===== config.mk =====
export PLATFORM = sky130hd
export DESIGN_NAME = ttl_93_timer_arbiter
export DESIGN_NICKNAME = d
export VERILOG_FILES = /design/src/rtl/ttl_93_timer_arbiter.sv
export SDC_FILE = /design/constraint.sdc
export NUM_CORES = 1
export LEC_CHECK = 0
export BUFFER_PORTS_ARGS = -buffer_cell sky130_fd_sc_hd__buf_2
export CELL_PAD_IN_SITES_DETAIL_PLACEMENT = 0
export CELL_PAD_IN_SITES_GLOBAL_PLACEMENT = 1
export CORE_MARGIN = 2
export CORE_UTILIZATION = 39
export CTS_BUF_LIST = sky130_fd_sc_hd__clkbuf_2
export DETAILED_ROUTE_END_ITERATION = 12
export PLACE_DENSITY = 0.85
export SYNTH_ARGS = -nofsm -noshare
export SYNTH_HDL_FRONTEND = slang
export SYNTH_SLANG_ARGS = --single-unit

===== constraint.sdc =====
create_clock -name CLK -period 2.2 [get_ports CLK]
set_input_delay 0.22 -clock CLK [delete_from_list [all_inputs] [get_ports CLK]]
set_output_delay 0.22 -clock CLK [all_outputs]
set_load 0.1 [all_outputs]

===== src/rtl/ttl_93_timer_arbiter.sv =====
// Round-robin arbiter and synchronous 74LS93-style shared counter for two requesters.
// Grant registered at the request edge; DONE pulses one cycle after the terminal TICK; idle requests queue.
module ttl_93_timer_arbiter #(
  parameter int WIDTH = 4
) (
  input  logic             CLK,
  input  logic             RST,
  input  logic             TICK,
  input  logic [1:0]       REQ,
  input  logic [WIDTH-1:0] LEN0,
  input  logic [WIDTH-1:0] LEN1,
  output logic [1:0]       GNT,
  output logic [1:0]       DONE,
  output logic             BUSY,
  output logic [WIDTH-1:0] O
);

  typedef enum logic {S_IDLE = 1'b0, S_RUN = 1'b1} state_t;

  state_t           r_state, w_state_nxt;
  logic             r_ptr, w_ptr_nxt;
  logic [1:0]       r_gnt, w_gnt_nxt;
  logic [1:0]       r_done, w_done_nxt;
  logic             r_busy, w_busy_nxt;
  logic [WIDTH-1:0] r_cnt, w_cnt_nxt;
  logic [WIDTH-1:0] r_len, w_len_nxt;

  logic [WIDTH-1:0] w_inc;
  logic             w_win;

  assign w_inc = r_cnt + WIDTH'(1);

  // r_ptr holds the last-granted requester, which is also the owner during RUN.
  always_comb begin
    w_win = ~r_ptr;
    if (REQ == 2'b01) w_win = 1'b0;
    else if (REQ == 2'b10) w_win = 1'b1;
  end

  always_comb begin
    w_state_nxt = r_state;
    w_ptr_nxt   = r_ptr;
    w_gnt_nxt   = r_gnt;
    w_done_nxt  = 2'b00;
    w_busy_nxt  = r_busy;
    w_cnt_nxt   = r_cnt;
    w_len_nxt   = r_len;
    case (r_state)
      S_IDLE: begin
        if (|REQ) begin
          w_state_nxt = S_RUN;
          w_ptr_nxt   = w_win;
          w_gnt_nxt   = w_win ? 2'b10 : 2'b01;
          w_busy_nxt  = 1'b1;
          w_cnt_nxt   = '0;
          w_len_nxt   = w_win ? LEN1 : LEN0;
        end
      end
      S_RUN: begin
        // Abort takes priority over a terminal tick on the same edge.
        if (!REQ[r_ptr]) begin
          w_state_nxt = S_IDLE;
          w_gnt_nxt   = 2'b00;
          w_busy_nxt  = 1'b0;
          w_cnt_nxt   = '0;
        end else if (TICK) begin
          if (w_inc == r_len) begin
            w_state_nxt = S_IDLE;
            w_gnt_nxt   = 2'b00;
            w_busy_nxt  = 1'b0;
            w_cnt_nxt   = '0;
            w_done_nxt  = r_gnt;
          end else begin
            w_cnt_nxt = w_inc;
          end
        end
      end
      default: w_state_nxt = S_IDLE;
    endcase
  end

  always_ff @(posedge CLK) begin
    if (RST) begin
      r_state <= S_IDLE;
      r_ptr   <= 1'b1;
      r_gnt   <= 2'b00;
      r_done  <= 2'b00;
      r_busy  <= 1'b0;
      r_cnt   <= '0;
      r_len   <= '0;
    end else begin
      r_state <= w_state_nxt;
      r_ptr   <= w_ptr_nxt;
      r_gnt   <= w_gnt_nxt;
      r_done  <= w_done_nxt;
      r_busy  <= w_busy_nxt;
      r_cnt   <= w_cnt_nxt;
      r_len   <= w_len_nxt;
    end
  end

  assign GNT  = r_gnt;
  assign DONE = r_done;
  assign BUSY = r_busy;
  assign O    = r_cnt;

endmodule


* Yosys cells after proc, flatten, opt, wreduce, memory -nomap -nowiden
Index checks and enable logic that the tools add are counted.
** Word-level totals
- Input bits :: 13
- Logic and storage cells :: 51
- Bits in registers :: 15
- Output and inout port bits :: 9
** Cells by class
- Reduce and logical (&&, ||, !) cells :: 5
- $add $sub $neg :: 1
- Muxes and demuxes :: 26
- Bitwise logic cells :: 5
- $lt $le $gt $ge :: 1
- Equality and inequality tests :: 6
** Operator list (count)
- two-way mux 4 bit :: 5
- two-way mux 1 bit :: 12
- two-way mux 2 bit :: 5
- one-hot mux 4 bit (2 select lines) :: 1
- NOT 1 bit :: 5
- OR reduction 5 bit :: 1
- adder 4 x 1 -> 4 bit, second input constant :: 1
- == test 4 bit :: 1
- one-hot mux 1 bit (2 select lines) :: 2
- one-hot mux 2 bit (2 select lines) :: 1
- AND reduction 2 bit :: 2
- inequality test 3 x 2 -> 1 bit, second input constant :: 1
- inequality test 3 bit, second input constant :: 1
- AND reduction 3 bit :: 1
- == test 2 x 1 -> 1 bit, second input constant :: 1
- == test 2 bit, second input constant :: 1
- < comparator 1 x 2 -> 1 bit, second input constant :: 1
- inequality test 2 bit, second input constant :: 1
- OR reduction 2 bit :: 1

* Logic depth before layout (Yosys ltp)
- Depth after elaboration :: 6
- Depth in mapped cells :: 7
- Depth with buffers taken out :: 6

* Least setup slack after synthesis
No wires, ideal clock.
- Path kind :: reg2reg
- Start :: reg r_cnt[0], in the netlist O[0]
- End :: reg r_busy, in the netlist BUSY
- Stages on the path, launching flop included :: 8
- Library setup time :: 0.080 ns
- Path slack :: -0.185 ns
- Arrival time :: 2.305 ns
- Cells stage by stage :: dfxtp_1 > ha_1 > xor2_1 > xnor2_1 > a31o_1 > and2_4 > buf_6 > a211oi_2
** On the way
- Longest elaborated chain between the ends :: 4
** RTL lines
- start, declared :: line 25 : logic [WIDTH-1:0] r_cnt, w_cnt_nxt;
- start signal, assigned :: line 97 : r_cnt <= w_cnt_nxt;
- adder 4 x 1 -> 4 bit :: line 31 : assign w_inc = r_cnt + WIDTH'(1);
- == test 4 bit :: line 67 : if (w_inc == r_len) begin
- inequality test 3 x 2 -> 1 bit (no source line)
- AND reduction 3 bit (no source line)
- end signal, assigned :: line 96 : r_busy <= w_busy_nxt;
- end, declared :: line 24 : logic r_busy, w_busy_nxt;
No other way between the ends.
A chain may end at the register's enable or synchronous reset.

* Worst setup path in the final report
Same ends and word-level chain as after synthesis.

==> results.txt <==
Status: complete, no violations
Clk Latency, worst-skew pair: 0.29 ns
DR WL/cell: 11.8 um
CP Cell Sequence: ha_1, xor2_1, nor2_1, a31o_1, and2_4, a211oi_2
Area Overhead vs Synth: 17.3%
Synth area leader: dfxtp_1
Flop and latch count out of synthesis: 15
Crit path kind: register to register
Leak: 0.400 nW
H-tree depth: 1
Data required, critical path: 2.42 ns
Worst setup EP type: register
Clk_skew: 0.00747 ns
Hold Vio Cnt, Final: 0
CTS Hold Buffers Added: 0
Ranking of synthesized cells by area: dfxtp_1, xnor2_1, mux2i_1
Starting Density: 42.6%
Post_cts resized: 0
Delay-heaviest family, CP: compound AO/OA/AOI/OAI gates
Slowest stage delay, CP: 0.38 ns
Post-CTS Setup Repair Bufs: 0
Vias/cell: 5.02
Die area: 0.00229 mm2
Hold Path Class: input pin to register
GRT Total Usage: 16.1%
Final slew viol count: 0
TritonCTS clock tree: built
Fmax: 618 MHz
Routability Congestion: 0.728
Vias in the first global route: 605
Gr ovfl total: 0
Global-route wire length before repair: 2500 um
Root buf cell: clkbuf_2
Layout cell share with drive strength beyond 1: 31.0%
DRT Wirelength: 1470 um
Power Density: 725 mW/mm2
Worst path bufs/invs: 0
Pin count of the biggest net entering global routing: 14
Die boundary height: 47.9 um
Post-Syn Area per Cell: 9.62 um2
Worst Path Max Fanout: 7
Final setup violation count: 0
Antenna Cells: 0
Max transition margin: 55.1%
Layout net count: 115
DR pass1 iterations: 4
Post-synth top area share: 40.0%
Iteration-0 DRC Markers: 6
Syn_nets: 92
Reg-to-reg setup timing slack: 0.58 ns
Maximum VDD drop: 0.356 mV
Clock transition at the registers of the reported paths: 0.15 ns
Deepest clock path buffer count: 2
Cts bufs inserted: 3
Part of the cycle the worst path needs: 73.6%
RSZ-0062 raised after global routing: no
Post-synthesis instance total: 78
DRC errors left: 0
Die W: 47.9 um
Crit path DAT: 1.84 ns
Count of different cell masters after synthesis: 28
Final HPWL DP: 1090 um
Routed Antenna Nets: 0
Setup_tns: 0 ns
Sequential share of the synthesized area: 40.0%
Post-Syn Area: 751 um2
Max Cap Viol: 0
Ports: 22
Actual slew at the worst max-slew pin: 0.673 ns
Routed vias: 628
Clock sink count: 15
Final Power: 639 uW
FP Rows: 15
Core Region: 0.00176 mm2
Tmin final: 1.62 ns
Synth warnings: 0
Slowest CP cell: dfxtp_2
CP Launch Type: register
Input/output buffers: 21
Initial antenna violation count: 0
==> metrics by stage <==
step	hold slack [ns]	setup WS, ns	instance area (um2)	instances	util [%]
after floorplan	0.379	0.0547	753	78	-
after global placement	0.459	0.651	861	121	48.8
after detailed placement	0.463	0.620	861	121	48.8
after CTS	0.245	0.572	881	125	49.9
after global routing	0.253	0.463	881	125	49.9
final	0.243	0.581	881	125	49.9
==> worst min-delay path, cell delays in order <==
cell	delay [ns]
buf_2	0.09
mux2i_1	0.11
a211oi_1	0.08
==> final timing paths <==
check,to,start,depth (start not counted)
max reg2reg,BUSY,O[0],6
max,BUSY,O[0],6
min,r_len[1],LEN1[1],3
min reg2reg,GNT[1],GNT[1],2
==> cells in the final DEF (no fill, tap or decap), types with 2 or more instances in the layout <==
| master | Yosys | routed |
|---|---|---|
| nor3_1 | 7 | 7 |
| o21ai_0 | 3 | 3 |
| xor2_1 | 3 | 3 |
| a21oi_1 | 2 | 2 |
| nand2_1 | 4 | 4 |
| nor2_1 | 6 | 6 |
| mux2i_1 | 5 | 5 |
| nand3_1 | 2 | 2 |
| xnor2_1 | 6 | 6 |
| and2_1 | 2 | 2 |
| dfxtp_1 | 15 | 13 |
| clkbuf_2 | 0 | 4 |
| inv_1 | 4 | 4 |
| buf_2 | 0 | 21 |
| a211oi_1 | 4 | 4 |
| dfxtp_2 | 0 | 2 |
==> power breakdown <==
| part | internal [mW] | switching (mW) |
|---|---|---|
| Sequential | 0.293 | 0.0210 |
| Combinational | 0.0599 | 0.126 |
| Clock | 0.0482 | 0.0903 |
| Total | 0.401 | 0.238 |
==> routing by layer <==
metal / vias to the layer above / global-route usage, % / share of wire (%)
met5: - / 0 / 0
met4: 0 / 9.73 / 2.0
met3: 4 / 3.77 / 5.6
met2: 22 / 27.5 / 49
met1: 278 / 18.1 / 44
li1: 324 / - / -
==> logic make-up (layout without fill, tap and decap cells) <==
logic type | count (synthesis) | after routing | share of synthesized area [%]
fa+ha+maj | 2 | 2 | 3.00
mux | 6 | 6 | 8.67
xor+xnor | 9 | 9 | 10.5
flops | 15 | 15 | 40.0
buf+inv | 7 | 29 | 5.83
compound gates | 15 | 15 | 16.2
simple gates | 24 | 24 | 15.8
==> state kept, by name (all words and copies together) (netlist names) <==
name / flops
O: 4
r_state: 1
r_len: 4
DONE: 2
BUSY: 1
r_ptr: 1
GNT: 2
==> Yosys cell counts <==
cell       n
a21oi_1    2
nand2_1    4
dfxtp_1   15
nor2_1     6
nor3_1     7
mux2i_1    5
maj3_1     1
nand4b_1   1
o21ai_0    3
a311oi_1   1
and2_1     2
a31oi_4    1
xnor2_1    6
mux2_4     1
and2_4     1
o311ai_0   1
a31oi_1    1
nand4_1    1
clkbuf_8   1
buf_6      1
a31o_1     1
inv_1      4
ha_1       1
nand3_1    2
a211oi_2   1
a211oi_1   4
clkbuf_1   1
xor2_1     3
==> final cells by class <==
| class | instances | area (um2) |
|---|---|---|
| tap | 25 | 31.3 |
| multi-input combinational | 56 | 407 |
| clock buffer | 4 | 20.0 |
| sequential | 15 | 303 |
| timing repair buffer | 21 | 105 |
| inverter | 4 | 15.0 |
| fill | 186 | 883 |
No activity file was read; power rests on OpenSTA's default activity.
